<file path="src/rtl/gpio_seg_display.sv">
// gpio_seg_display: renders the CPU gpio_out word on eight seven-segment digits.
// Hex mode shows the raw nibbles. Decimal mode converts the word with a serial
// double-dabble, one bit per clock, and shows the low eight decimal digits.
// The display is only re-rendered when value, mode or blank_lz change, and
// outputs keep their previous pattern until the new one is ready.
module gpio_seg_display #(
    parameter bit SEG_ACTIVE_LOW = 1'b1
) (
    input  logic        clk,
    input  logic        rst,
    input  logic [31:0] value,
    input  logic        mode,
    input  logic        blank_lz,
    output logic [6:0]  hex0,
    output logic [6:0]  hex1,
    output logic [6:0]  hex2,
    output logic [6:0]  hex3,
    output logic [6:0]  hex4,
    output logic [6:0]  hex5,
    output logic [6:0]  hex6,
    output logic [6:0]  hex7,
    output logic        ovf,
    output logic        busy
);

    typedef enum logic [1:0] {
        IDLE   = 2'd0,
        SHIFT  = 2'd1,
        UPDATE = 2'd2
    } state_t;

    localparam logic [6:0] BLANK_PAT = SEG_ACTIVE_LOW ? 7'h7F : 7'h00;

    // Digit to segment pattern; the table is written active-low (g..a).
    function automatic logic [6:0] seg_encode(input logic [3:0] d);
        logic [6:0] p;
        case (d)
            4'h0: p = 7'h40;
            4'h1: p = 7'h79;
            4'h2: p = 7'h24;
            4'h3: p = 7'h30;
            4'h4: p = 7'h19;
            4'h5: p = 7'h12;
            4'h6: p = 7'h02;
            4'h7: p = 7'h78;
            4'h8: p = 7'h00;
            4'h9: p = 7'h10;
            4'hA: p = 7'h08;
            4'hB: p = 7'h03;
            4'hC: p = 7'h46;
            4'hD: p = 7'h21;
            4'hE: p = 7'h06;
            default: p = 7'h0E;
        endcase
        return SEG_ACTIVE_LOW ? p : ~p;
    endfunction

    state_t      state_q;
    logic [31:0] sh_value_q;
    logic        sh_mode_q;
    logic        sh_blank_q;
    logic        refresh_pending_q;
    logic [39:0] bcd_q;
    logic [31:0] sreg_q;
    logic [4:0]  cnt_q;
    logic [6:0]  hex_q [8];
    logic        ovf_q;
    logic        busy_q;

    logic [39:0] bcd_adj;
    logic [3:0]  digit [8];
    logic [7:0]  blank_mask;
    logic [6:0]  hex_d [8];
    logic        ovf_d;
    logic        trigger;

    genvar gi;

    // Double-dabble correction: every BCD nibble of 5 or more gets +3 before the shift.
    generate
        for (gi = 0; gi < 10; gi++) begin : g_dabble
            assign bcd_adj[4*gi +: 4] = (bcd_q[4*gi +: 4] >= 4'd5) ?
                                        bcd_q[4*gi +: 4] + 4'd3 : bcd_q[4*gi +: 4];
        end
    endgenerate

    // Select the digit source for the rendered mode.
    generate
        for (gi = 0; gi < 8; gi++) begin : g_digit
            assign digit[gi] = sh_mode_q ? bcd_q[4*gi +: 4] : sh_value_q[4*gi +: 4];
        end
    endgenerate

    assign ovf_d   = sh_mode_q && (bcd_q[39:32] != 8'd0);
    assign trigger = refresh_pending_q || (value != sh_value_q) ||
                     (mode != sh_mode_q) || (blank_lz != sh_blank_q);

    // Leading-zero mask: a digit blanks when it and every higher digit are zero;
    // digit 0 always stays visible, and overflow disables blanking entirely.
    always_comb begin
        logic run;
        run        = 1'b1;
        blank_mask = '0;
        for (int i = 7; i >= 0; i--) begin
            run           = run && (digit[i] == 4'd0);
            blank_mask[i] = (i != 0) && sh_blank_q && !ovf_d && run;
        end
    end

    // Final per-digit pattern, captured into the output registers in UPDATE.
    generate
        for (gi = 0; gi < 8; gi++) begin : g_pattern
            assign hex_d[gi] = blank_mask[gi] ? BLANK_PAT : seg_encode(digit[gi]);
        end
    endgenerate

    // Control FSM: accept changes in IDLE, convert in SHIFT, publish in UPDATE.
    always_ff @(posedge clk or posedge rst) begin
        if (rst) begin
            state_q           <= IDLE;
            sh_value_q        <= '0;
            sh_mode_q         <= 1'b0;
            sh_blank_q        <= 1'b0;
            refresh_pending_q <= 1'b1;
            bcd_q             <= '0;
            sreg_q            <= '0;
            cnt_q             <= '0;
            ovf_q             <= 1'b0;
            busy_q            <= 1'b0;
            for (int i = 0; i < 8; i++) hex_q[i] <= BLANK_PAT;
        end else begin
            case (state_q)
                IDLE: begin
                    if (trigger) begin
                        sh_value_q        <= value;
                        sh_mode_q         <= mode;
                        sh_blank_q        <= blank_lz;
                        refresh_pending_q <= 1'b0;
                        bcd_q             <= '0;
                        cnt_q             <= '0;
                        sreg_q            <= value;
                        busy_q            <= 1'b1;
                        state_q           <= mode ? SHIFT : UPDATE;
                    end
                end
                SHIFT: begin
                    bcd_q  <= {bcd_adj[38:0], sreg_q[31]};
                    sreg_q <= {sreg_q[30:0], 1'b0};
                    cnt_q  <= cnt_q + 5'd1;
                    if (cnt_q == 5'd31) state_q <= UPDATE;
                end
                UPDATE: begin
                    for (int i = 0; i < 8; i++) hex_q[i] <= hex_d[i];
                    ovf_q   <= ovf_d;
                    busy_q  <= 1'b0;
                    state_q <= IDLE;
                end
                default: begin
                    busy_q  <= 1'b0;
                    state_q <= IDLE;
                end
            endcase
        end
    end

    assign hex0 = hex_q[0];
    assign hex1 = hex_q[1];
    assign hex2 = hex_q[2];
    assign hex3 = hex_q[3];
    assign hex4 = hex_q[4];
    assign hex5 = hex_q[5];
    assign hex6 = hex_q[6];
    assign hex7 = hex_q[7];
    assign ovf  = ovf_q;
    assign busy = busy_q;

endmodule

</file>
<file path="config.mk">
export PLATFORM = sky130hd
export DESIGN_NAME = gpio_seg_display
export DESIGN_NICKNAME = d
export VERILOG_FILES = /design/src/rtl/gpio_seg_display.sv
export SDC_FILE = /design/constraint.sdc
export NUM_CORES = 1
export LEC_CHECK = 0
export CAP_MARGIN = 20
export CORE_MARGIN = 2
export CORE_UTILIZATION = 53
export DETAILED_ROUTE_END_ITERATION = 7
export PLACE_DENSITY = 0.81
export SETUP_SLACK_MARGIN = 0.2
export SLEW_MARGIN = 10
export SYNTH_ARGS = -nofsm -noshare
export SYNTH_HDL_FRONTEND = slang
export SYNTH_SLANG_ARGS = --single-unit
</file>
<file path="constraint.sdc">
create_clock -name clk -period 6.8 [get_ports clk]
set_clock_uncertainty 0.15 [all_clocks]
set_input_delay 2.04 -clock clk [delete_from_list [all_inputs] [get_ports clk]]
set_output_delay 2.04 -clock clk [all_outputs]
set_load 0.02 [all_outputs]
</file>
# Word-level counts from Yosys, hierarchy flattened
# Memories as Yosys holds them, arrays and structs flattened. A register that Yosys moved wholly into a read port is not among the register bits.
# Cells that the tools add are included.
# op_classes
addsub	11
magnitude_cmp	10
n_eq_ne	8
muxes	37
bitwise	1
n_reduce_logical	33
# ops
cell	n
case mux 40 bit (2 select lines)	1
2-to-1 mux 4 bit	17
case mux 32 bit (2 select lines)	1
2-to-1 mux 7 bit	7
greater-or-equal comparator 4 x 3 -> 1 bit, second input constant	10
2-to-1 mux 40 bit	1
adder 4 x 2 -> 4 bit, second input constant	9
2-to-1 mux 32 bit	1
!= test 32 bit	1
logical NOT 4 bit	7
logical AND 1 bit	15
case mux 5 bit (2 select lines)	1
AND reduction 2 bit	4
nonzero test 8 bit	1
2-to-1 mux 2 bit	3
adder 5 x 1 -> 5 bit, second input constant	1
equality test 5 bit, second input constant	1
2-to-1 mux 5 bit	1
!= test 2 bit, second input constant	2
case mux 2 bit (2 select lines)	1
adder 3 x 2 -> 3 bit, second input constant	1
logical OR 1 bit	3
2-to-1 mux 3 bit	1
equality test 2 x 1 -> 1 bit, second input constant	1
8 further kinds	9
# totals
ff_bits	165
romBits	896
input_bits	36
output_inout_bits	58
n_memories	8
# mem_list
name	depth	word_bits	read_ports	rd_clocked_by_memory_dff	write_ports	line	source
(name not given)	16	7	1	0	0	37	case (d)
(name not given)	16	7	1	0	0	37	
(name not given)	16	7	1	0	0	37	
(name not given)	16	7	1	0	0	37	
(name not given)	16	7	1	0	0	37	
(name not given)	16	7	1	0	0	37	
2 more memories	--	--	--	--	--	--	

# Logic depth before layout (Yosys ltp)
# Gate-level depths: netlist of the first run.
# logic_depth
ltp_word	10
ltp_mapped	14

# Least setup slack after synthesis of the first run
# No wires, ideal clock.
# synth_path
path_type	input to register
startpoint	input value[5]
endpoint	register sh_value_q[1]
setup_time_ns	0.125
arrival_time_ns	3.805
required_time_ns	6.525
setup_slack_ns	2.720
stages	7
path_buffers	1
cell_sequence	xor2_1 > a211oi_2 > o2111ai_1 > or4_1 > clkbuf_1 > o21ai_2 > mux2_2
# synth_via
elab_chain_cells	5
# synth_lines
element	line	source
from (decl)	11	input logic [31:0] value,
!= test 32 bit	95	assign trigger = refresh_pending_q || (value != sh_value_q) ||
logical OR 1 bit (2 in a row)	95	
logical OR 1 bit	96	(mode != sh_mode_q) || (blank_lz != sh_blank_q);
AND reduction 2 bit (no line)	--	
to (signal assigned)	135	sh_value_q <= value;
to (decl)	59	logic [31:0] sh_value_q;
# Every way passes these cells.
# A chain may end at the register's enable or synchronous reset.

# Final worst setup path of the first run
# layout_path
startpoint	input value[29]
endpoint	register bcd_q[33]
# layout_via
elab_chain_cells	6
# layout_lines
element	line	source
!= test 32 bit	95	
logical OR 1 bit (2 in a row)	95	
logical OR 1 bit	96	
!= test 2 bit (no line)	--	
AND reduction 2 bit (no line)	--	
to (signal assigned)	147	bcd_q <= {bcd_adj[38:0], sreg_q[31]};
to (decl)	63	logic [39:0] bcd_q;
# Every way passes these cells.

==> impl_metrics.env, run 1 <==
export IMPL_async_flop_share_pct=100.0
export IMPL_start_util_pct=54.04
export IMPL_path_class="primary input to register"
export IMPL_period_needed_ns=4.796
export IMPL_clock_fmax_ghz=0.2085
export IMPL_firstDrtPassIters=6
export IMPL_synth_distinct_cells=68
export IMPL_slew_headroom_pct=31.11
export IMPL_met1Wirelength_mm=12.04
export IMPL_syn_cell_area_mm2=0.01055
export IMPL_cts_tree="done"
export IMPL_ys_seq_elements=172
export IMPL_peakVddDrop_mv=0.2273
export IMPL_die_w_um=145.1
export IMPL_num_antenna_cells=0
export IMPL_die_area_mm2=0.02106
export IMPL_synth_edff_count=0
export IMPL_rows=51
export IMPL_grt_ovfl_total=0
export IMPL_pin_count=94
export IMPL_grt_max_degree=67
export IMPL_clk_pin_slew_ns=0.07
export IMPL_ys_seq_area_share_pct=41.46
export IMPL_hold_viol_final=0
export IMPL_clockBufferDepth=2
export IMPL_area_growth_pct=16.42
export IMPL_place_congestion=0.9092
export IMPL_syn_avg_cell_area_um2=9.339
export IMPL_core_mm2=0.01953
export IMPL_cts_sinks=172
export IMPL_utilization_pct=62.92
export IMPL_required_ns=7.02
export IMPL_worstPathArrival_ns=5.02
export IMPL_synth_flop_cell="dfrtp_1"
export IMPL_grt_pass1_vias=8630
export IMPL_hp_class="register to register"
export IMPL_final_nets=1299
export IMPL_rsz0062_at_grt="no"
export IMPL_syn_inst=1130
export IMPL_setup_violations=0
export IMPL_drcViolationCount=0
export IMPL_yosysWarnings=0
export IMPL_wirelength_mm=27.26
export IMPL_startpoint_type="primary input"
export IMPL_htreeDepth=4
export IMPL_fillers=1637
export IMPL_crit_fanout=35
export IMPL_place_inst=1443
export IMPL_final_layout_size_suffix_gt1_share_pct=13.21
export IMPL_slew_violations=0
export IMPL_max_cap_violations=0
export IMPL_status="finished, final reports clean"
export IMPL_insertion_delay_ns=0.44
export IMPL_grt_antenna_before_repair=0
export IMPL_cts_inserted_buffers=17
export IMPL_grt_use_total_pct=26.17
export IMPL_fin_crit_sh_pct=70.53
export IMPL_final_cells=1476
export IMPL_worst_slew_pin_transition_ns=1.005
export IMPL_numPortBuffers=93
export IMPL_p_leak_uw=0.005220
export IMPL_cts_setup_buffers=0
export IMPL_highest_layer="met4"
export IMPL_drt_iter0_drc=855
export IMPL_hold_buffers=0
export IMPL_viasPerCell=6.146
export IMPL_powerDensity_mw_per_mm2=485.9
export IMPL_wl_per_cell_um=18.47
export IMPL_synth_fp_nets=1231
export IMPL_cts_root_buf="clkbuf_16"
export IMPL_fin_tns_setup_ns=0
export IMPL_hpwl_mm=19.16
export IMPL_grt_pass1_wl_mm=44.95
export IMPL_die_h_um=145.1
export IMPL_drtAntennaViolNets=0
export IMPL_crit_path_end_kind="register"
export IMPL_dr_wl_met2_mm=12.63
export IMPL_wl_met3_mm=1.951
export IMPL_vias=9071
export IMPL_cts_resized=0
==> layout by cell type (no fill, tap or decap), drive strengths merged, types with 18 or more instances in the layout <==
cell | synthesis | routed
nand2 | 107 | 107
o22ai | 43 | 43
mux2 | 37 | 37
dfstp | 57 | 57
clkdlybuf4s50 | 0 | 93
o21a | 21 | 21
a31oi | 48 | 48
dfrtp | 115 | 115
a22o | 36 | 36
nor2 | 110 | 110
xnor2 | 29 | 29
clkbuf | 45 | 18
mux2i | 43 | 43
inv | 69 | 74
o21ai | 60 | 60
ha | 65 | 65
a21oi | 62 | 62
==> path summary, 6_finish.rpt <==
path	startpoint	endpoint	slack [ns]	cells past startpoint
max	value[29]	bcd_q[33]	2.00	8
min	hex3[2]	hex3[2]	0.31	2
max reg2reg	sh_mode_q	hex1[6]	2.87	8
min reg2reg	hex3[2]	hex3[2]	0.31	2
max in group asynchronous	rst	bcd_q[20]	3.62	3
min in group asynchronous	rst	hex6[3]	2.03	2
==> cell type report <==
cell class                      instances  area (um^2)  share of cell area, %
Clock buffer                           17        425.4                  3.463
Clock inverter                         15        138.9                  1.130
Inverter                               70        266.5                  2.169
Multi-Input combinational cell        827         5688                  46.30
Sequential cell                       172         4377                  35.62
Tap cell                              265        331.6                  2.699
Timing Repair Buffer                  110         1059                  8.616
==> state kept, by name (all words and copies together), names as in the netlist, 2 cells and up <==
register / flops
bcd_q: 40
sh_value_q: 32
sreg_q: 32
hex0: 7
hex1: 7
hex2: 7
hex3: 7
hex4: 7
hex5: 7
hex6: 7
hex7: 7
cnt_q: 5
state_q: 2
==> per-layer routing <==
| metal | GRT usage (%) | vias to the layer above |
|---|---|---|
| met1 | 37.63 | 4379 |
| met3 | 3.522 | 59 |
| met5 | 0 | - |
| met2 | 41.00 | 409 |
| li1 | - | 4224 |
| met4 | 8.873 | 0 |
==> worst max-delay path, stage by stage <==
cell and delay (ns):
clkdlybuf4s50_1 0.50, inv_1 0.09, a22o_1 0.24, a221o_1 0.29, or4_1 0.54, o31ai_4 0.60, buf_4 0.47, a22o_1 0.22
==> logic make-up after synthesis <==
family	count (synthesis)	synth area share, %
AOI/OAI and AO/OA	351	22.29
and+or+nand+nor	298	12.60
DFF	172	41.46
buffers and inverters	131	4.873
muxes	82	8.489
adders and majority gates	65	7.707
xor gates and xnor gates	31	2.573
==> power breakdown <==
group          switching [uW]  internal [uW]  total (uW)
registers                 418           1520        1940
clock network             439            510         950
logic                    1770           1310        3080
==> stage by stage <==
step           setup slack (ns)  hold WS (ns)  total power, uW  cell area (um^2)
2_1_floorplan             2.460        0.3238             3996             10560
4_1_cts                   2.038        0.3107             5934             12280
6_report                  2.004        0.3089             5970             12290
3_5_place_dp              1.630        0.2994             4963             11710
5_1_grt                   1.841        0.3270             6371             12290
3_3_place_gp              1.692        0.2960             4866             11710
==> synth_stat cells, types with 15 or more instances <==
| library cell | instances | area, um^2 |
|---|---|---|
| dfrtp_1 | 115 | 2878 |
| nor2_1 | 110 | 412.9 |
| nand2_1 | 107 | 401.6 |
| inv_1 | 69 | 259.0 |
| ha_1 | 65 | 813.3 |
| a21oi_1 | 62 | 310.3 |
| o21ai_0 | 58 | 290.3 |
| dfstp_2 | 57 | 1498 |
| a31oi_1 | 48 | 300.3 |
| clkbuf_1 | 44 | 165.2 |
| o22ai_1 | 43 | 269.0 |
| mux2i_1 | 42 | 420.4 |
| mux2_2 | 37 | 416.7 |
| a22o_1 | 36 | 315.3 |
| xnor2_1 | 29 | 254.0 |
| o21a_1 | 21 | 157.7 |
| nor3_1 | 15 | 75.07 |
Power figures use the tool's default switching activity.
==> run 2: changes to the inputs <==
--- a/config.mk
+++ b/config.mk
@@ -7,9 +7,9 @@
 export LEC_CHECK = 0
 export CAP_MARGIN = 20
 export CORE_MARGIN = 2
-export CORE_UTILIZATION = 53
+export CORE_UTILIZATION = 59
 export DETAILED_ROUTE_END_ITERATION = 7
-export PLACE_DENSITY = 0.81
+export PLACE_DENSITY = 0.85
 export SETUP_SLACK_MARGIN = 0.2
 export SLEW_MARGIN = 10
 export SYNTH_ARGS = -nofsm -noshare
==> constraint.sdc (replaced) <==
create_clock -name clk -period 4.8 [get_ports clk]
set_clock_uncertainty 0.15 [all_clocks]
set_input_delay 1.44 -clock clk [delete_from_list [all_inputs] [get_ports clk]]
set_output_delay 1.44 -clock clk [all_outputs]
set_load 0.02 [all_outputs]
==> impl_metrics.env, run 2 (synthesized netlist as in run 1, its figures left out) <==
export IMPL_final_layout_size_suffix_gt1_share_pct=13.33
export IMPL_hold_depth=2
export IMPL_grt_use_total_pct=29.40
export IMPL_slowest_stage="or4_1"
export IMPL_hold_buffers=0
export IMPL_switchingPower_uw=3687
export IMPL_viasPerCell=6.353
export IMPL_path_class="primary input to register"
export IMPL_r2r_cells=7
export IMPL_core_mm2=0.01742
export IMPL_worstPathArrival_ns=4.16
export IMPL_fin_crit_sh_pct=82.15
export IMPL_cts_tree="done"
export IMPL_rows=48
export IMPL_whs_ns=0.3082
export IMPL_grt_max_degree=77
export IMPL_peakVddDrop_mv=0.3608
export IMPL_rsz0062_at_grt="no"
export IMPL_p_leak_uw=0.005292
export IMPL_largest_register_ffs=40
export IMPL_powerDensity_mw_per_mm2=695.6
export IMPL_crit_family="compound AO/OA/AOI/OAI gates"
export IMPL_final_common_cell="dfrtp_1"
export IMPL_slew_headroom_pct=35.00
export IMPL_combPwrFrac_pct=50.8
export IMPL_drtAntennaViolNets=0
export IMPL_slowest_delay_ns=0.67
export IMPL_startpoint_type="primary input"
export IMPL_slew_violations=0
export IMPL_drt_iter0_drc=822
export IMPL_utilization_pct=70.96
export IMPL_clockBufferDepth=2
export IMPL_period_needed_ns=3.943
export IMPL_critical_path_depth=8
export IMPL_insertion_delay_ns=0.44
export IMPL_drcViolationCount=0
export IMPL_start_util_pct=60.59
export IMPL_crit_path_end_kind="register"
export IMPL_max_cap_violations=0
export IMPL_setup_violations=0
export IMPL_area_growth_pct=17.11
export IMPL_status="finished, final reports clean"
export IMPL_top_register="bcd_q"
export IMPL_place_area_mm2=0.01172
export IMPL_clk_pin_slew_ns=0.06
export IMPL_die_w_um=137.7
export IMPL_vias=9148
export IMPL_reg_top3="bcd_q x40, sh_value_q x32, sreg_q x32"
export IMPL_htreeDepth=4
export IMPL_switching_share_pct=42.89
export IMPL_grt_ovfl_total=0
export IMPL_crit_fanout=16
export IMPL_pin_count=94
export IMPL_worstPathCellList="clkdlybuf4s50_1, inv_1, a211oi_2, o2111ai_1, or4_1, o31ai_4, buf_4, a22o_1"
export IMPL_hold_viol_final=0
export IMPL_seqPwrFrac_pct=32.3
export IMPL_worst_slew_pin_transition_ns=0.9480
export IMPL_grt_pass1_vias=8369
export IMPL_cts_sinks=172
export IMPL_numPortBuffers=93
export IMPL_wirelength_mm=26.96
export IMPL_hp_class="register to register"
export IMPL_grt_pass1_wl_mm=43.44
export IMPL_firstDrtPassIters=7
export IMPL_final_nets=1303
export IMPL_num_antenna_cells=0
export IMPL_cts_setup_buffers=0
export IMPL_place_congestion=0.9791
export IMPL_fin_tns_setup_ns=0
export IMPL_die_h_um=137.7
export IMPL_wl_per_cell_um=18.72
export IMPL_grt_antenna_before_repair=0
export IMPL_cts_inserted_buffers=17
export IMPL_path_buf_inv=3
export IMPL_final_cell_mix="dfrtp_1, nor2_1, nand2_1"
export IMPL_die_area_mm2=0.01897
export IMPL_cts_resized=0
export IMPL_required_ns=5.02
export IMPL_hpwl_mm=18.85
export IMPL_clock_fmax_ghz=0.2536
export IMPL_clockPowerShare_pct=16.9
export IMPL_p_int_uw=4909
export IMPL_postLayoutCellArea_mm2=0.01236
export IMPL_cts_root_buf="clkbuf_16"
-- run 2: metrics by stage --
step	worst slack (ns)	power, uW	cells
floorplan	1.060	5661	1130
global placement	0.5265	6878	1407
detailed placement	0.4327	7035	1407
CTS	0.8908	8509	1439
global route	0.7334	9123	1440
finish	0.8568	8596	1440
-- run 2: worst min-delay path: cells and delay by family (launching register included) --
kind | cells | cell delay [ns]
and+or+nand+nor | 2 | 0.09
DFF | 1 | 0.37
-- run 2: cell type report --
class	instances	area [um^2]
flip-flops and latches	172	4377
repair buffers	114	1121
clock inverters	8	100.1
well taps	225	281.5
clock buffers	24	524.3
fillers	1278	5059
multi-input cells	827	5688
inverters	70	266.5
-- run 2: final timing paths --
kind / end / start / slack, ns
setup / recovery: bcd_q[38] / value[25] / 0.86
hold / removal: hex6[3] / hex6[3] / 0.31
setup reg to reg: hex1[6] / sh_mode_q / 0.98
hold reg to reg: hex6[3] / hex6[3] / 0.31
max in group asynchronous: sreg_q[22] / rst / 2.59
min in group asynchronous: hex6[1] / rst / 1.31
-- run 2: power groups by stage --
stage	Clock, uW	Sequential, uW	Combinational [uW]
final	1460	2780	4360
after global routing	1520	2830	4780
after CTS	1450	2750	4310
after detailed placement	0	2770	4270
after global placement	0	2730	4150
after floorplan	0	2800	2860
-- run 2: metal layers --
layer	vias up	GRT usage, %	share of wire (%)	routed length [um]
met1	4431	41.31	42	11380
met3	60	5.004	8.1	2196
met2	428	46.32	47	12710
met5	-	0	0	0
met4	0	10.15	2.5	680
li1	4229	-	-	-
==> run 3: changes to the inputs <==
--- a/config.mk
+++ b/config.mk
@@ -7,9 +7,9 @@
 export LEC_CHECK = 0
 export CAP_MARGIN = 20
 export CORE_MARGIN = 2
-export CORE_UTILIZATION = 59
+export CORE_UTILIZATION = 53
 export DETAILED_ROUTE_END_ITERATION = 7
-export PLACE_DENSITY = 0.85
+export PLACE_DENSITY = 0.81
 export SETUP_SLACK_MARGIN = 0.2
 export SLEW_MARGIN = 10
 export SYNTH_ARGS = -nofsm -noshare
==> constraint.sdc (replaced) <==
create_clock -name clk -period 3.3 [get_ports clk]
set_clock_uncertainty 0.15 [all_clocks]
set_input_delay 0.99 -clock clk [delete_from_list [all_inputs] [get_ports clk]]
set_output_delay 0.99 -clock clk [all_outputs]
set_load 0.02 [all_outputs]
==> impl_metrics.env, run 3 (synthesized netlist as in run 1, its figures left out) <==
export IMPL_p_int_uw=7320
export IMPL_worstPathArrival_ns=3.29
export IMPL_grt_max_degree=66
export IMPL_final_nets=1360
export IMPL_fin_crit_sh_pct=92.66
export IMPL_rows=51
export IMPL_hold_buffers=0
export IMPL_path_class="primary input to register"
export IMPL_top_register="bcd_q"
export IMPL_htreeDepth=4
export IMPL_fillers=1517
export IMPL_worst_slew_pin_transition_ns=0.7977
export IMPL_place_congestion=0.8950
export IMPL_drtAntennaViolNets=0
export IMPL_cts_tree="done"
export IMPL_final_cell_mix="dfrtp_1, nor2_1, nand2_1"
export IMPL_slew_headroom_pct=45.30
export IMPL_cts_root_buf="clkbuf_16"
export IMPL_status="finished, final reports clean"
export IMPL_required_ns=3.53
export IMPL_wl_per_cell_um=18.50
export IMPL_pin_count=94
export IMPL_wirelength_mm=28.45
export IMPL_grt_ovfl_total=0
export IMPL_final_layout_size_suffix_gt1_share_pct=18.16
export IMPL_rsz0062_at_grt="no"
export IMPL_die_h_um=145.1
export IMPL_hold_depth=2
export IMPL_peakVddDrop_mv=0.6053
export IMPL_die_area_mm2=0.02106
export IMPL_crit_fanout=6
export IMPL_viasPerCell=6.033
export IMPL_clockPowerShare_pct=15.2
export IMPL_switching_share_pct=43.25
export IMPL_start_util_pct=54.04
export IMPL_grt_use_total_pct=26.89
export IMPL_largest_register_ffs=40
export IMPL_powerDensity_mw_per_mm2=989.3
export IMPL_drt_iter0_drc=666
export IMPL_period_needed_ns=3.058
export IMPL_cts_sinks=172
export IMPL_core_mm2=0.01953
export IMPL_switchingPower_uw=5580
export IMPL_cts_inserted_buffers=17
export IMPL_max_cap_violations=0
export IMPL_slew_violations=0
export IMPL_clock_fmax_ghz=0.3270
export IMPL_postLayoutCellArea_mm2=0.01304
export IMPL_seqPwrFrac_pct=30.5
export IMPL_crit_path_end_kind="register"
export IMPL_final_cells=1538
export IMPL_r2r_cells=9
export IMPL_ff2ff_setup_slack_ns=0.37
export IMPL_grt_pass1_wl_mm=45.96
export IMPL_hp_class="register to register"
export IMPL_insertion_delay_ns=0.44
export IMPL_place_area_mm2=0.01222
export IMPL_hold_viol_final=0
export IMPL_p_leak_uw=0.005611
export IMPL_startpoint_type="primary input"
export IMPL_drcViolationCount=0
export IMPL_clk_pin_slew_ns=0.07
export IMPL_firstDrtPassIters=5
export IMPL_clockBufferDepth=2
export IMPL_grt_antenna_before_repair=0
export IMPL_numPortBuffers=93
export IMPL_final_common_cell="dfrtp_1"
export IMPL_vias=9278
export IMPL_grt_pass1_vias=8899
export IMPL_setup_violations=0
export IMPL_die_w_um=145.1
export IMPL_place_inst=1493
export IMPL_area_growth_pct=23.57
export IMPL_reg_top3="bcd_q x40, sh_value_q x32, sreg_q x32"
export IMPL_hpwl_mm=19.55
export IMPL_combPwrFrac_pct=54.2
-- run 3: cell types whose count changed in the layout (fill, tap and decap cells not counted), sizes merged --
| cell | change |
|---|---|
| clkinv | +3 |
| inv | +2 |
| bufinv | -1 |
| clkdlybuf4s50 | -3 |
| dlymetal6s2s | +3 |
| clkbuf | -3 |
| diode | +1 |
| clkinvlp | +2 |
| buf | +54 |
-- run 3: metal layers --
layer | global-route usage [%] | share of wire (%)
met2 | 43.88 | 48
met1 | 36.97 | 43
met5 | 0 | 0
met3 | 4.151 | 6.8
met4 | 8.725 | 2.4
-- run 3: path summary, 6_finish.rpt --
path / startpoint / to
min in group asynchronous: rst / bcd_q[27]
hold / removal: hex6[0] / hex6[0]
hold reg to reg: hex6[0] / hex6[0]
setup / recovery: value[27] / bcd_q[21]
setup reg to reg: sh_mode_q / hex2[0]
max in group asynchronous: rst / sh_mode_q
-- run 3: layout make-up --
| class | instances | area [um^2] | share of cell area [%] |
|---|---|---|---|
| diodes | 1 | 2.502 | 0.01919 |
| clock inverters | 14 | 137.6 | 1.055 |
| repair buffers | 171 | 1728 | 13.25 |
| clock buffers | 18 | 429.2 | 3.291 |
| multi-input cells | 827 | 5766 | 44.21 |
| inverters | 70 | 266.5 | 2.044 |
| well taps | 265 | 331.6 | 2.543 |
| flip-flops and latches | 172 | 4379 | 33.58 |
-- run 3: metrics by stage --
step / hold WS, ns / worst slack, ns / utilization, % / setup TNS, ns / total power (uW)
after floorplan: 0.3238 / 0.009845 / - / 0 / 8283
after global placement: 0.2935 / -0.2549 / 62.56 / -16.95 / 10320
after detailed placement: 0.3002 / -0.3020 / 62.56 / -20.26 / 10580
after CTS: 0.3104 / 0.1576 / 65.75 / 0 / 12640
after global routing: 0.3249 / 0.1949 / 66.77 / 0 / 13710
final: 0.3077 / 0.2421 / 66.78 / 0 / 12900
-- run 3: power by group through the flow --
stage | clock, uW | combinational (uW) | sequential (uW)
3_5_place_dp | 0 | 6610 | 3970
2_1_floorplan | 0 | 4210 | 4080
3_3_place_gp | 0 | 6410 | 3920
4_1_cts | 1970 | 6720 | 3940
6_report | 1970 | 6990 | 3940
5_1_grt | 2060 | 7630 | 4030
-- run 3: worst max-delay path, cell delays in order --
cell and delay, ns:
clkdlybuf4s50_1 0.49, inv_1 0.07, a221o_1 0.35, or4_4 0.60
o31ai_4 0.30, buf_6 0.20, clkbuf_16 0.16, a22o_1 0.13
-- run 3: repair_timing --
| item | CTS | global route |
|---|---|---|
| setup endpoints to repair | 66 | 62 |
| buffers inserted | 2 | 5 |
| pin swaps | 1 | 5 |
| resized for setup | 4 | 14 |
| gates cloned | 1 | 4 |
